==> src/rtl/serializer_bank.sv <==
// ---------------------------------------------------------------------------
// serializer_bank
//   Multi-lane parallel-to-serial shifter. One WIDTH-bit word per lane is
//   captured through a valid/ready handshake and shifted out one bit per
//   enabled cycle on all lanes in lockstep. Back-to-back words are gap-free:
//   the next word is accepted on the same edge that consumes the last bit.
//
// Parameters
//   WIDTH     bits per word per lane (>= 2)
//   CHANNELS  number of serial lanes (>= 1)
//   MSB_FIRST 0: bit 0 leaves first, 1: bit WIDTH-1 leaves first
//
// Ports
//   clk, rst   clock and synchronous active-high reset
//   in_data    lane c word = in_data[c*WIDTH +: WIDTH]
//   in_valid   source has a word
//   in_ready   block takes the word at this edge
//   ser_en     sink takes the current bit at this edge (0 = stall)
//   flush      drop the word in flight and return to IDLE
//   ser_out    current bit per lane (0 when ser_valid=0)
//   ser_valid  a bit is being presented
//   ser_last   the presented bit is the final one of the word
//   busy       a word is in flight
//   done       one-cycle pulse after a word has been fully consumed
// ---------------------------------------------------------------------------
module serializer_bank #(
    parameter int WIDTH     = 128,
    parameter int CHANNELS  = 2,
    parameter bit MSB_FIRST = 1'b0
) (
    input  logic                      clk,
    input  logic                      rst,
    input  logic [CHANNELS*WIDTH-1:0] in_data,
    input  logic                      in_valid,
    output logic                      in_ready,
    input  logic                      ser_en,
    input  logic                      flush,
    output logic [CHANNELS-1:0]       ser_out,
    output logic                      ser_valid,
    output logic                      ser_last,
    output logic                      busy,
    output logic                      done
);

    localparam int            CW       = $clog2(WIDTH);
    localparam logic [CW-1:0] LAST_IDX = CW'(WIDTH - 1);

    typedef enum logic {
        IDLE  = 1'b0,
        SHIFT = 1'b1
    } state_t;

    state_t                            state_q, state_d;
    logic   [CW-1:0]                   cnt_q, cnt_d;
    logic   [CHANNELS-1:0][WIDTH-1:0]  sreg_q, sreg_d;
    logic                              done_q, done_d;

    logic at_last;
    logic accept;

    // cnt_q is the index of the bit currently on ser_out.
    assign at_last  = (state_q == SHIFT) && (cnt_q == LAST_IDX);
    // In SHIFT a new word is only taken when the last bit leaves at this edge,
    // which is what makes back-to-back words bubble-free.
    assign in_ready = !rst && !flush && ((state_q == IDLE) || (at_last && ser_en));
    assign accept   = in_valid && in_ready;

    // State register (with datapath flops).
    // NOTE: sequential state uses non-blocking assignments so every flop
    // samples the pre-edge values of the others.
    always_ff @(posedge clk) begin
        if (rst) begin
            // NOTE: the shift registers are reset too, so a dropped word can
            // never leak onto ser_out and the reset state is fully defined.
            state_q <= IDLE;
            cnt_q   <= '0;
            sreg_q  <= '0;
            done_q  <= 1'b0;
        end else begin
            state_q <= state_d;
            cnt_q   <= cnt_d;
            sreg_q  <= sreg_d;
            done_q  <= done_d;
        end
    end

    // Next-state logic.
    always_comb begin
        // NOTE: every combinational output gets a default first so no path
        // leaves it unassigned and infers a latch.
        state_d = state_q;
        if (flush) begin
            state_d = IDLE;
        end else begin
            unique case (state_q)
                IDLE:  if (accept) state_d = SHIFT;
                SHIFT: if (at_last && ser_en && !accept) state_d = IDLE;
                default: state_d = IDLE;
            endcase
        end
    end

    // Datapath next values: load, shift, or clear.
    always_comb begin
        cnt_d  = cnt_q;
        sreg_d = sreg_q;
        done_d = 1'b0;
        if (flush) begin
            cnt_d  = '0;
            sreg_d = '0;
        end else if (accept) begin
            // Accept in SHIFT only happens while the last bit is consumed.
            sreg_d = in_data;
            cnt_d  = '0;
            done_d = at_last;
        end else if ((state_q == SHIFT) && ser_en) begin
            if (at_last) begin
                cnt_d  = '0;
                sreg_d = '0;
                done_d = 1'b1;
            end else begin
                cnt_d = cnt_q + 1'b1;
                for (int c = 0; c < CHANNELS; c++) begin
                    if (MSB_FIRST) sreg_d[c] = sreg_q[c] << 1;
                    else           sreg_d[c] = sreg_q[c] >> 1;
                end
            end
        end
    end

    // Output logic.
    always_comb begin
        ser_valid = (state_q == SHIFT);
        busy      = (state_q == SHIFT);
        ser_last  = at_last;
        done      = done_q;
        for (int c = 0; c < CHANNELS; c++) begin
            if (MSB_FIRST) ser_out[c] = ser_valid && sreg_q[c][WIDTH-1];
            else           ser_out[c] = ser_valid && sreg_q[c][0];
        end
    end

endmodule

==> config.mk <==
export PLATFORM = sky130hd
export DESIGN_NAME = serializer_bank
export DESIGN_NICKNAME = d
export VERILOG_FILES = /design/src/rtl/serializer_bank.sv
export SDC_FILE = /design/constraint.sdc
export NUM_CORES = 1
export LEC_CHECK = 0
export ABC_AREA = 1
export CAP_MARGIN = 20
export CORE_ASPECT_RATIO = 0.75
export CORE_MARGIN = 3
export CORE_UTILIZATION = 53
export DETAILED_ROUTE_END_ITERATION = 16
export GPL_TIMING_DRIVEN = 1
export PLACE_DENSITY = 0.87
export SLEW_MARGIN = 0
export SYNTH_ARGS = -nofsm -noshare
export SYNTH_HDL_FRONTEND = slang
export SYNTH_SLANG_ARGS = --single-unit
==> constraint.sdc <==
create_clock -name clk -period 2.1 [get_ports clk]
set_input_delay 0.42 -clock clk [delete_from_list [all_inputs] [get_ports clk]]
set_output_delay 0.42 -clock clk [all_outputs]
set_load 0.05 [all_outputs]
==> impl_summary.txt <==
----------------------------------------------------
[Synthesis]
  Fraction of synthesized cell area taken by the top area cell type ... 36.3%
  Most common library cells after synthesis ... sky130_fd_sc_hd__nand2_1, sky130_fd_sc_hd__dfxtp_1, sky130_fd_sc_hd__inv_1
  Area leader, netlist ... sky130_fd_sc_hd__dfxtp_1
  XOR/XNOR Fraction of Synth Area ... less than 1%
  Synthesized-area fraction occupied by ao, oa, aoi and oai cells ... a little under a tenth
  Warnings from Yosys ... 0
  Most frequently used cell type in the post-synthesis netlist ... sky130_fd_sc_hd__nand2_1
  Count of flip-flops with a built-in enable after synthesis ... 0
  Netlist cell types ... 22
  Predominant post-synthesis flop cell ... sky130_fd_sc_hd__dfxtp_1
  Combinational family with the most area after synthesis ... simple AND/OR/NAND/NOR gates
  Area fraction in and, or, nand and nor cells after synthesis ... slightly above 40%
  Sequential cell area fraction in the yosys report ... 36.3%
  Net count of the mapped netlist ... between 2000 and 3000
  Area of the mapped netlist ... around 15000 um^2
  Gate count after technology mapping ... approximately 2300
  Flop and latch count out of synthesis ... 265
  Area contributors post-synth ... sky130_fd_sc_hd__dfxtp_1, sky130_fd_sc_hd__nand2_1, sky130_fd_sc_hd__nand4_1
  Synth async-reset ratio ... 0%
  Multiplexer fraction of the synthesized cell area ... 0%
  Post-Synth Adder-Cell Area ... less than 1%
  Post-synthesis average cell area ... around 6.3 um^2

[STA]
  Slew Viols, Final ... 0
  Setup repair after global routing missed its margin ... true
  Setup Viol. Count Final ... 0
  Max Clock Freq ... approximately 480 MHz
  Clock period minus worst slack ... approximately 2.1 ns
  Sum of negative setup slack ... 0 ns
  Share of the clock period used by the worst path after layout ... 99.3%
  Post-Route Hold Slack ... 0.369 ns
  Slew at the pin closest to its max-slew limit ... about 0.57 ns
  Rel. slew slack ... 61.8%
  Clock tree skew after final layout ... ~0.009 ns
  Final hold vios ... 0

[Die]
  DIE AREA ... 29600 um^2
  Core area ... between 20000 and 30000 um^2
  Num ports ... 268
  Starting Density ... 55.0%
  Rows ... 51
  Die Span X ... 198 um
  Vertical die dimension ... about 150 um

[Setup path]
  Worst Path Arrival ... approximately 1.7 ns
  Maximum net fanout on the critical path ... 3
  Largest stage delay on the critical path ... roughly 0.37 ns
  Kind of capture point of the worst setup path ... output port
  Crit-path cells ... ha_4 -> inv_4 -> nor2_4 -> nand3_4 -> a21oi_4 -> buf_12
  Worst endpoint required time ... 1.68 ns
  Crit path max-delay cell type ... sky130_fd_sc_hd__dfxtp_4
  WS Path Type ... register to output port
  Top delay family on crit path ... flip-flops
  Buffers plus inverters on the worst setup path ... 2
  Kind of start point of the critical path ... register

[Run status]
  Run status ... complete, no violations

[Power]
  Gate power share ... 14.6%
  Switch share ... between 20% and 30%
  Power dissipated by switching net loads ... 2920 uW
  Clock power frac ... about two fifths
  Internal Dissipation ... a little under 9000 uW
  Post-route total power ... between 10000 and 15000 uW
  Worst voltage drop across the vdd grid ... around 610 uV
  Leak ... roughly 0.0084 uW
  Share of total power in sequential cells ... 44.1%
  Power density over the cells ... 624 nW/um^2

[Finish]
  Fraction of the core area covered by cells at the end of the flow ... 70.9%
  Net count, final ... 2734
  Fraction of layout cells with a size suffix above 1 ... between 5 and 6%
  Layout Cell Area excl Fill ... 18800 um^2
  P&R area growth vs syn ... 29.0%
  Antenna fix cells ... 0
  Number of fill cells in the layout ... between 2000 and 2500

[CTS]
  Total CTS buffers ... 26
  Clock transition at the registers of the reported paths ... about 0.060 ns
  Total clock sinks ... about 270
  Clock latency on the worst-skew pair ... 0.53 ns
  Worst-case clock buffer depth ... 3
  Number of hold-repair buffers added at the cts stage ... 0
  H-tree depth ... 1
  Clock tree from TritonCTS ... done
  Clock root cell ... sky130_fd_sc_hd__clkbuf_16

[Global route]
  Pin count of the biggest net entering global routing ... approximately 130
  First-pass GRT wire length ... 65200 um
  Vias in the first global route ... roughly 14000
  Global route total overflow ... 0
  Antenna violations before repair ... 1
  Gr usage total ... 25.5%

[Place]
  IO Port Bufs ... 267
  Dpl cell area ... 17900 um^2
  Placer Congestion ... approximately 0.84
  HPWL after detailed placement ... roughly 26000 um

[Job]
  Max-cap viol count ... 0

[Drt]
  WL per Instance ... approximately 14 um
  Number of DRC markers in iteration 0 ... roughly 1400
  First-pass detailed-route iteration total ... 7
  Residual antenna-violating net count after detailed routing ... 0
  Total detailed-routing wirelength ... between 40000 and 50000 um
  # DRC ... 0
  Post-detailed-route via-to-cell ratio ... approximately 5.5
  Count of vias placed by the detailed router ... between 15000 and 20000

[Min path]
  Tightest Hold Check Type ... input port to register

----------------------------------------------------
[stage by stage]
step                      std cells  worst slack (ns)
after global placement         2786           0.00173
after CTS                      2835          0.000300
after detailed placement       2786           -0.0555
after floorplan                2328            0.0876
final                          2836            0.0152
after global routing           2836           -0.0388
[placed cells by master, fill, tap and decap left out, types with 2 or more instances in the layout]
master / instances
sky130_fd_sc_hd__clkdlybuf4s50_1: 259
sky130_fd_sc_hd__clkbuf_1: 6
sky130_fd_sc_hd__nand2_1: 773
sky130_fd_sc_hd__dfxtp_2: 2
sky130_fd_sc_hd__o21ai_0: 2
sky130_fd_sc_hd__clkbuf_8: 8
sky130_fd_sc_hd__nor3_1: 2
sky130_fd_sc_hd__a21oi_1: 257
sky130_fd_sc_hd__nor2_4: 4
sky130_fd_sc_hd__nand3_4: 2
sky130_fd_sc_hd__bufinv_16: 2
sky130_fd_sc_hd__inv_4: 2
sky130_fd_sc_hd__dfxtp_4: 2
sky130_fd_sc_hd__buf_4: 31
sky130_fd_sc_hd__dfxtp_1: 261
sky130_fd_sc_hd__nor2_1: 9
sky130_fd_sc_hd__nand4_1: 255
sky130_fd_sc_hd__nand3_1: 258
sky130_fd_sc_hd__nand2_4: 2
sky130_fd_sc_hd__clkbuf_16: 27
sky130_fd_sc_hd__buf_12: 51
sky130_fd_sc_hd__clkinv_2: 5
sky130_fd_sc_hd__inv_1: 261
[state kept, by name (all words and copies together) (netlist names)]
name and flops:
sreg_q 256, done 1, cnt_q 7, busy 1
[timing repair]
item                                    4_1_cts  5_1_grt
endpoints found under the setup margin        3        2
pin swaps                                     2        2
setup buffers                                 2        1
hold endpoints to repair                      0        0
gates resized for setup                      12        7
[routing by layer]
metal | global-route usage [%] | up-vias | part of all wire (%)
li1 | - | 7874 | -
met1 | 35.4 | 7088 | 43
met2 | 41.7 | 680 | 47
met3 | 3.71 | 58 | 7.5
met4 | 7.04 | 2 | 2.1
met5 | 0 | - | 0.032
[final cells by class]
cell class,count,area (um^2),share of cell area (%)
multi-input combinational,1572,7320,38.9
sequential,265,5320,28.2
tap,344,430,2.29
inverter,264,1000,5.33
timing repair buffer,343,3870,20.5
clock inverter,7,85.1,0.452
clock buffer,41,808,4.29
[worst paths after layout]
kind,endpoint,slack (ns),cells past startpoint,start
max,in_ready,0.02,6,cnt_q[0]$_SDFFE_PP0P_
min,sreg_q[140]$_SDFFE_PP0P_,0.37,4,in_valid
max reg2reg,sreg_q[225]$_SDFFE_PP0P_,0.14,12,cnt_q[0]$_SDFFE_PP0P_
min reg2reg,sreg_q[29]$_SDFFE_PP0P_,0.48,2,sreg_q[29]$_SDFFE_PP0P_
[kinds of logic (layout without fill, tap and decap cells)]
family                   after synthesis  in the layout
XOR/XNOR                               2              2
adder cells (fa/ha/maj)                1              1
buffers and inverters                491            655
flip-flops                           265            265
AO/OA/AOI/OAI                        263            263
AND/OR/NAND/NOR                     1306           1306
[worst min-delay path: cells and delay by family]
family | cells | cell delay [ns]
AOI/OAI and AO/OA | 1 | 0.10
buffers and inverters | 1 | 0.17
and+or+nand+nor | 2 | 0.16
[power by group through the flow]
stage	clock (uW)	sequential [uW]	combinational, uW
3_3_place_gp	0	5290	1670
2_1_floorplan	0	5290	871
5_1_grt	5120	5190	1880
6_report	4840	5190	1720
4_1_cts	4910	5190	1710
3_5_place_dp	0	5300	1700
(Power assumes the default switching activity.)
